--- src/rtl/cardinal_pkg.sv ---
// cardinal_pkg: shared definitions for the cardinal data-memory path.
//   ADDR_W / DATA_W : dmem word address and data widths (256 x 64)
//   LOCK_MAX        : default cap on consecutive locked cycles
//   mst_e           : master identifier (processor, NIC)
//   arb_st_e        : dmem port arbiter ownership state
package cardinal_pkg;

   localparam int ADDR_W   = 8;
   localparam int DATA_W   = 64;
   localparam int LOCK_MAX = 16;

   typedef enum logic {
      MST_P = 1'b0,
      MST_N = 1'b1
   } mst_e;

   typedef enum logic [1:0] {
      IDLE  = 2'd0,
      OWN_P = 2'd1,
      OWN_N = 2'd2
   } arb_st_e;

endpackage

--- src/rtl/dmem_arb_pick.sv ---
// dmem_arb_pick: combinational two-way chooser for the dmem port.
// Build option: DMEM_ARB_ROUND_ROBIN_EN selects round-robin conflict
// resolution in IDLE; otherwise the processor always wins a conflict.
//   p_req, n_req : requests from processor / NIC
//   last_grant   : master granted most recently
//   state        : current ownership state
//   gnt          : one-hot grant, bit 0 = processor, bit 1 = NIC
module dmem_arb_pick
   import cardinal_pkg::*;
(
   input  logic       p_req,
   input  logic       n_req,
   input  mst_e       last_grant,
   input  arb_st_e    state,
   output logic [1:0] gnt
);

   logic prefer_n;

`ifdef DMEM_ARB_ROUND_ROBIN_EN
   // Alternate on conflict: hand the port to whoever did not go last.
   assign prefer_n = (last_grant == MST_P);
`else
   // Fixed priority; last_grant is tracked by the top but not used here.
   logic unused_last_grant;
   assign unused_last_grant = last_grant;
   assign prefer_n          = 1'b0;
`endif

   always_comb begin
      gnt = 2'b00;
      case (state)
         OWN_P:   gnt[0] = p_req;
         OWN_N:   gnt[1] = n_req;
         default: begin
            if (p_req && n_req) begin
               gnt[1] = prefer_n;
               gnt[0] = !prefer_n;
            end else begin
               gnt = {n_req, p_req};
            end
         end
      endcase
   end

endmodule

--- src/rtl/dmem_port_arbiter.sv ---
// dmem_port_arbiter: shares the single-ported 256 x 64 dmem between the
// processor load/store path (P_*) and the NIC DMA engine (N_*).
// Build option: DMEM_ARB_ROUND_ROBIN_EN (see dmem_arb_pick).
//   Clock, Reset                : rising-edge clock, async active-low reset
//   x_Req/Wr/Lock/Addr/WData    : master request, held until x_Gnt
//   x_Gnt                       : access issued to dmem this cycle
//   x_RData/x_RValid            : read data, valid one cycle after the grant
//   DmemEn/DmemWrEn/Mem_Addr/Data_Out/Data_In : dmem side
//   Busy                        : a master currently owns the port (lock)
module dmem_port_arbiter #(
   parameter int ADDR_W   = cardinal_pkg::ADDR_W,
   parameter int DATA_W   = cardinal_pkg::DATA_W,
   parameter int LOCK_MAX = cardinal_pkg::LOCK_MAX
) (
   input  logic              Clock,
   input  logic              Reset,
   input  logic              P_Req,
   input  logic              P_Wr,
   input  logic              P_Lock,
   input  logic [ADDR_W-1:0] P_Addr,
   input  logic [DATA_W-1:0] P_WData,
   input  logic              N_Req,
   input  logic              N_Wr,
   input  logic              N_Lock,
   input  logic [ADDR_W-1:0] N_Addr,
   input  logic [DATA_W-1:0] N_WData,
   output logic              P_Gnt,
   output logic              N_Gnt,
   output logic [DATA_W-1:0] P_RData,
   output logic [DATA_W-1:0] N_RData,
   output logic              P_RValid,
   output logic              N_RValid,
   output logic              DmemEn,
   output logic              DmemWrEn,
   output logic [ADDR_W-1:0] Mem_Addr,
   output logic [DATA_W-1:0] Data_Out,
   input  logic [DATA_W-1:0] Data_In,
   output logic              Busy
);

   import cardinal_pkg::*;

   localparam int               CNT_W    = (LOCK_MAX > 1) ? $clog2(LOCK_MAX) : 1;
   localparam logic [CNT_W-1:0] CNT_LAST = CNT_W'(LOCK_MAX - 1);

   arb_st_e           state;
   logic [CNT_W-1:0]  lock_cnt;
   mst_e              last_grant;
   logic              rd_vld;     // a read was issued last cycle
   mst_e              rd_tag;     // which master that read belongs to
   logic [DATA_W-1:0] p_hold;
   logic [DATA_W-1:0] n_hold;
   logic [1:0]        pick_gnt;
   logic [1:0]        gnt;

   dmem_arb_pick u_pick (
      .p_req      (P_Req),
      .n_req      (N_Req),
      .last_grant (last_grant),
      .state      (state),
      .gnt        (pick_gnt)
   );

   // No access may reach the dmem while reset is held.
   assign gnt   = pick_gnt & {2{Reset}};
   assign P_Gnt = gnt[0];
   assign N_Gnt = gnt[1];

   assign DmemEn   = |gnt;
   assign DmemWrEn = gnt[1] ? N_Wr : (gnt[0] & P_Wr);
   assign Mem_Addr = gnt[1] ? N_Addr  : (gnt[0] ? P_Addr  : '0);
   assign Data_Out = gnt[1] ? N_WData : (gnt[0] ? P_WData : '0);

   assign Busy = (state != IDLE);

   // Data_In is live only in the cycle after a read grant; outside it
   // each master sees the last word it was delivered.
   assign P_RValid = rd_vld && (rd_tag == MST_P);
   assign N_RValid = rd_vld && (rd_tag == MST_N);
   assign P_RData  = P_RValid ? Data_In : p_hold;
   assign N_RData  = N_RValid ? Data_In : n_hold;

   always_ff @(posedge Clock or negedge Reset) begin
      if (!Reset) begin
         state      <= IDLE;
         lock_cnt   <= '0;
         last_grant <= MST_N;
         rd_vld     <= 1'b0;
         rd_tag     <= MST_P;
         p_hold     <= '0;
         n_hold     <= '0;
      end else begin
         rd_vld <= DmemEn && !DmemWrEn;
         rd_tag <= gnt[1] ? MST_N : MST_P;
         if (P_RValid) p_hold <= Data_In;
         if (N_RValid) n_hold <= Data_In;
         if (DmemEn)   last_grant <= gnt[1] ? MST_N : MST_P;

         case (state)
            IDLE: begin
               lock_cnt <= '0;
               if (gnt[0] && P_Lock)      state <= OWN_P;
               else if (gnt[1] && N_Lock) state <= OWN_N;
            end
            OWN_P: begin
               lock_cnt <= lock_cnt + 1'b1;
               if (lock_cnt == CNT_LAST || (gnt[0] && !P_Lock)) state <= IDLE;
            end
            OWN_N: begin
               lock_cnt <= lock_cnt + 1'b1;
               if (lock_cnt == CNT_LAST || (gnt[1] && !N_Lock)) state <= IDLE;
            end
            default: state <= IDLE;
         endcase
      end
   end

endmodule

--- config.mk ---
export PLATFORM = sky130hd
export DESIGN_NAME = dmem_port_arbiter
export DESIGN_NICKNAME = d
export VERILOG_FILES = /design/src/rtl/cardinal_pkg.sv /design/src/rtl/dmem_arb_pick.sv /design/src/rtl/dmem_port_arbiter.sv
export SDC_FILE = /design/constraint.sdc
export NUM_CORES = 1
export LEC_CHECK = 0
export CORE_AREA = 2 2 165 167
export CTS_CLUSTER_SIZE = 10
export DETAILED_ROUTE_END_ITERATION = 10
export DIE_AREA = 0 0 167 169
export PLACE_DENSITY_LB_ADDON = 0.1
export SLEW_MARGIN = 25
export SYNTH_ARGS = -nofsm -noshare
export SYNTH_HDL_FRONTEND = slang
export SYNTH_SLANG_ARGS = --single-unit
--- constraint.sdc ---
create_clock -name Clock -period 6.78 [get_ports Clock]
set_input_delay 1.356 -clock Clock [delete_from_list [all_inputs] [get_ports Clock]]
set_output_delay 1.356 -clock Clock [all_outputs]
set_load 0.02 [all_outputs]
* Yosys cells after proc, flatten, opt, wreduce, memory -nomap -nowiden
Cells that the tools add are included.
** Word-level totals
- Output and inout port bits :: 207
- Bits in registers :: 136
- Input port bits :: 216
- Logic and storage cells :: 52
** Operators by class
- Multiplexer cells :: 17
- Eq/ne operators :: 6
- $add $sub $neg :: 1
- Reductions and logical operators :: 19
- Bitwise logic cells :: 3
** Operators by type and width (count)
- 64-bit two-way mux :: 4
- 8-bit two-way mux :: 2
- 2-bit two-way mux :: 5
- 1-bit logical AND :: 8
- 4-bit one-hot mux with 2 select lines :: 1
- 2-bit one-hot mux with 3 select lines :: 1
- 4-bit by 1-bit adder with 4-bit output (second input constant) :: 1
- 4-bit equality test (second input constant) :: 1
- 2-bit inequality test (second input constant) :: 2
- 1-bit one-hot mux with 2 select lines :: 2
- 2-bit nonzero test :: 2
- 2-bit OR reduction :: 2
- 1-bit logical NOT :: 3
- 3-bit inequality test (second input constant) :: 1
- 3-bit AND reduction :: 1
- 2-bit AND :: 1
- 2-bit by 1-bit equality test with 1-bit output (second input constant) :: 1
- 2-bit equality test (second input constant) :: 1
- 2-bit logical NOT :: 1
- 1-bit logical OR :: 2
- 1-bit two-way mux :: 2
- 1-bit AND :: 1
- 1-bit NOT :: 1

* Depth between registers and ports, before layout
- Depth after elaboration :: 8
- Mapped depth :: 10
- Gate-level depth less buffers :: 7

* Modules after synthesis
Synthesis repeated with hierarchy kept, for this count alone.
** Second synthesis, totals
- Cells, all modules :: 422
- Area total of the unflattened synthesis :: 6053.3 µm²
** Modules (own cells, without submodules)
- dmem_port_arbiter :: cells an instance 415, instances 1, area each 5999.5 µm²
- dmem_arb_pick :: cells an instance 7, instances 1, area each 53.8 µm²

* Least setup slack after synthesis
No wires, ideal clock.
- Path type :: input port to output port
- Start :: input port P_Req
- End :: output port Data_Out[54]
- Setup slack :: 2.953 ns
- Data arrival time :: 2.471 ns
- Buffers on the path :: 2
- Stages :: 7
- Required time :: 5.424 ns
- Path through :: nor2b_1 -> or3_1 -> buf_2 -> clkinv_4 -> buf_2 -> nand2_1 -> nand2_1
** RTL lines
- from (decl) :: RTL line dmem_port_arbiter.sv:17 : input logic P_Req,
- 1-bit logical AND :: RTL line dmem_arb_pick.sv:36 : if (p_req && n_req) begin
- 2-bit two-way mux :: RTL line dmem_arb_pick.sv:36
- 1-bit one-hot mux with 2 select lines :: RTL line dmem_arb_pick.sv:32 : case (state)
- 2-bit AND :: RTL line dmem_port_arbiter.sv:65 : assign gnt = pick_gnt & {2{Reset}};
- named net N_Gnt :: RTL line dmem_port_arbiter.sv:28 : output logic N_Gnt,
- 64-bit two-way mux :: RTL line dmem_port_arbiter.sv:72 : assign Data_Out = gnt[1] ? N_WData : (gnt[0] ? P_WData : '0);
- to (decl) :: RTL line dmem_port_arbiter.sv:36 : output logic [DATA_W-1:0] Data_Out,
The timed path passes the listed nets, and every way through them passes these cells.

* Worst setup path after layout
- Start :: input port P_Req
- End :: output port Data_Out[57]
** Between the ends
- Word-level cells in the longest chain between the ends :: 6
** Ends and longest elaborated chain (RTL line)
- 1-bit logical AND :: dmem_arb_pick.sv:36
- 2-bit two-way mux :: dmem_arb_pick.sv:36
- 1-bit one-hot mux with 2 select lines :: dmem_arb_pick.sv:32
- 2-bit AND * :: dmem_port_arbiter.sv:65
- 64-bit two-way mux :: dmem_port_arbiter.sv:72
- 64-bit two-way mux * :: dmem_port_arbiter.sv:72
Mark *: on every way between the ends. The rest lies on a longest branch, timed or not.

==> impl_summary.md <==
Place
The final weighted congestion of routability-driven global placement is 0.825. The number of buffers added on ports is 422. The wire-length estimate of the detail-placed layout is 19.8 mm.

STA
The total count of max-transition violations in the final report is 0. The total negative setup slack is 0 ps. The final setup violation count is 0. The actual slew at the worst max-slew pin is 839 ps. The final critical delay including setup and external delays is 5340 ps. Headroom to the max-slew limit came out at 44.1%. Between clock sinks in the finished design, the worst skew comes to 11.7 ps.

The highest clock frequency the design can meet is 187 MHz. The final clock period utilization by the worst path is 78.8%. The final number of hold-violating endpoints is 0. Setup repair after global routing left no endpoint under its margin.

Routing
The final layout contains routed wiring with a total length of 26.1 mm. In the routed design, unresolved DRC markers number 0. The number of search-and-repair iterations in the first detailed-routing pass is 4. The detailed router placed 5,797 vias in this run. The detail-routed via count per cell is 4.32. For this block, the initial DRC count from the detailed router was 268. The detail route stage leaves a number of antenna-violating nets equal to 0.

In the final routed layout, each cell accounts on average for 19.4 um.

Synthesis
The gate count after technology mapping is 575. The fraction of registers with async set/reset is 100%. sky130_fd_sc_hd__dfrtp_1 takes more of the synthesized area than any other cell. In the synthesized netlist, the cells that appear most often are sky130_fd_sc_hd__nand2_1 (156), sky130_fd_sc_hd__dfrtp_1 (136), sky130_fd_sc_hd__mux2_2 (129), sky130_fd_sc_hd__nand3_1 (75), sky130_fd_sc_hd__buf_2 (16). The top cell type by area accounts for 53.6% of the synthesized area. The sequential cell area fraction in the yosys report is 53.6%.

The synthesized design contains 136 register bits. The post-synthesis net count is 796. The post-synthesis cell type count is 30. After synthesis, the mean cell area works out to 11.0 um^2. By area the synthesized netlist is led by sky130_fd_sc_hd__dfrtp_1 (54%), sky130_fd_sc_hd__mux2_2 (23%), sky130_fd_sc_hd__nand2_1 (9.2%).

The flip-flop cell with the highest count after synthesis is sky130_fd_sc_hd__dfrtp_1. The leading cell type by number of instances after synthesis is sky130_fd_sc_hd__nand2_1. The number of flops mapped to enable cells by yosys is 0.

Yosys printed 0 warnings. In this run the cell area of the synthesized design comes to 6350 um^2.

Global route
The number of antenna violations at the first check in global routing is 7. Entering global routing, the biggest net connects 79 pins. For this run, the total global-route usage over all layers was measured as 18.0%. For this run the aggregate overflow at the end of global routing stands at 0. The wire length of the first global-routing pass is 38.2 mm.

The via count of the first global-routing pass is 6,230.

Cells and area
The number of inserted filler cells in the final layout is 2,616. The final layout contains 1,203 nets. The synthesis-to-finish area growth is 79.9%.

At the end of the flow the core is filled with cells to 43.1%. In the final layout, the share of cells above drive strength 1 is 17.8%.

Critical path
The arrival time reported for the critical path endpoint is 3980 ps. The kind of critical path is primary input to output pin. Along the worst path, the maximum fanout reaches 75. STA classifies the critical path startpoint as a primary input. Data on the critical path is required at its endpoint by 5420 ps. Tracing the worst setup path back leads to its startpoint at P_Req.

The worst register-to-register path begins at state[1]$_DFFE_PN0P_. STA classifies the critical path endpoint as an output pin.

Pwr
Power spread over the standard cell area amounts to 440 nW/um^2. IR analysis of the VDD net gives a maximum drop of 0.000211 V. The analysis attributes to cell leakage a power of 4.89 nW.

The combinational power share is 56.5%. Per report_power, the sequential group accounts for 25.8% of the total. In this run switching power makes up 38.4% of total power.

The proportion of power drawn by the clock network is 17.7%. The internal cell power is 3.10 mW. The net load switching power is 1.93 mW.

CTS
Buffers inserted to repair hold after CTS numbered 0. The clock tree synthesis step divided the H-tree into 4 levels. The clock transition time at the flip-flop clock pins of the worst setup and hold paths is 70 ps. The clock latency at the later pin of the worst-skew pair is 420 ps.

The number of gates given a new drive strength after cts is 0. TritonCTS built the clock tree. The tree built by TritonCTS fans out to 136 sinks. The count of buffers added by post-CTS timing repair for setup is 0. The number of buffers inserted during clock tree synthesis is 17. The master cell of the clock root buffer is sky130_fd_sc_hd__clkbuf_16. The number of buffers between clock root and the deepest sink is 2.

Die
The region available for standard cell placement spans 26,500 um^2. Pin placement for this block handled 423 I/O pins. In this run the horizontal extent of the chip is 167 um.

The die span in y is 169 um. Once the floorplan was initialized, standard cells occupied 24.0% of the core. The number of placement rows is 60.

The die footprint is 28,200 um^2.

Min path
The worst min-delay path startpoint is n_hold[19]$_DFF_PN0_. The tightest min-delay check is of the register to register type.

Flow run
The reported max-cap violation count is 0.

Run status
The run finished with clean final reports.
-- final timing paths --
| path | endpoint | slack [ps] | depth (start not counted) |
|---|---|---|---|
| max in group asynchronous | n_hold[10]$_DFF_PN0_ | 4250 | 3 |
| min in group asynchronous | n_hold[38]$_DFF_PN0_ | 840 | 1 |
| hold reg to reg | n_hold[19]$_DFF_PN0_ | 490 | 1 |
| hold / removal | n_hold[19]$_DFF_PN0_ | 490 | 1 |
| setup / recovery | Data_Out[57] | 1440 | 7 |
| setup reg to reg | state[0]$_DFFE_PN0P_ | 4220 | 7 |
-- power by group through the flow --
stage	combinational, mW	sequential [mW]	clock (mW)
2_1_floorplan	1.51	1.28	0
3_3_place_gp	2.87	1.30	0
3_5_place_dp	2.86	1.31	0
4_1_cts	2.88	1.30	0.916
5_1_grt	3.02	1.34	0.953
6_report	2.84	1.30	0.889
-- kinds of logic (layout without fill, tap and decap cells) --
group / after synthesis / after routing / synth area share [%]
other: 0 / 7 / 0
AND/OR/NAND/NOR: 241 / 241 / 16.0
buffers and inverters: 47 / 467 / 4.53
adder cells (fa/ha/maj): 5 / 5 / 0.985
AO/OA/AOI/OAI: 17 / 17 / 1.95
multiplexers: 129 / 129 / 22.9
flip-flops: 136 / 136 / 53.6
-- placed cells by master (no fill, tap or decap), types with 2 or more instances in the layout --
master	count
sky130_fd_sc_hd__nand3_1	75
sky130_fd_sc_hd__inv_6	7
sky130_fd_sc_hd__nand2_1	155
sky130_fd_sc_hd__a22o_1	3
sky130_fd_sc_hd__inv_8	2
sky130_fd_sc_hd__a21o_1	2
sky130_fd_sc_hd__clkbuf_16	17
sky130_fd_sc_hd__clkdlybuf4s50_1	421
sky130_fd_sc_hd__nor2_1	2
sky130_fd_sc_hd__clkinv_4	3
sky130_fd_sc_hd__inv_1	6
sky130_fd_sc_hd__o21ai_0	2
sky130_fd_sc_hd__dfrtp_1	136
sky130_fd_sc_hd__diode_2	7
sky130_fd_sc_hd__mux2_2	129
sky130_fd_sc_hd__ha_1	5
sky130_fd_sc_hd__a21oi_1	3
sky130_fd_sc_hd__nor2b_1	2
sky130_fd_sc_hd__buf_4	5
-- per-stage QoR --
| stage | setup WS, ps | power, mW | instances | area, um^2 | hold WS, ps |
|---|---|---|---|---|---|
| 6_report | 1440 | 5.03 | 1343 | 11400 | 491 |
| 5_1_grt | 1270 | 5.31 | 1343 | 11400 | 507 |
| 4_1_cts | 1410 | 5.10 | 1335 | 11400 | 496 |
| 3_5_place_dp | 1450 | 4.18 | 1303 | 10800 | 481 |
| 3_3_place_gp | 1400 | 4.16 | 1303 | 10800 | 476 |
| 2_1_floorplan | 2950 | 2.79 | 575 | 6350 | 476 |
-- state kept, by name (all words and copies together) (netlist names) --
name / flops
rd_tag: 1
n_hold: 64
rd_vld: 1
p_hold: 64
lock_cnt: 4
state: 2
-- worst max-delay path, stage by stage --
cell and delay, ps:
sky130_fd_sc_hd__clkdlybuf4s50_1 470, sky130_fd_sc_hd__nor2b_1 150, sky130_fd_sc_hd__or3_2 170, sky130_fd_sc_hd__buf_4 620, sky130_fd_sc_hd__nand3_1 370, sky130_fd_sc_hd__nand2_1 170
sky130_fd_sc_hd__clkdlybuf4s50_1 610
-- routing by layer --
metal	GRT usage, %	routed length, um	up-vias
met5	0	0	-
met3	7.11	2080	17
met1	19.9	10000	2774
met2	31.5	13600	247
li1	-	-	2759
met4	6.56	412	0
-- layout make-up --
class	count	area (um^2)	area share, %
clock buffers	18	439	3.84
flip-flops and latches	136	3400	29.8
clock inverters	14	130	1.14
multi-input cells	392	2690	23.5
repair buffers	428	4290	37.6
well taps	341	427	3.73
diodes	7	17.5	0.153
inverters	7	31.3	0.274
(Power assumes the default switching activity.)
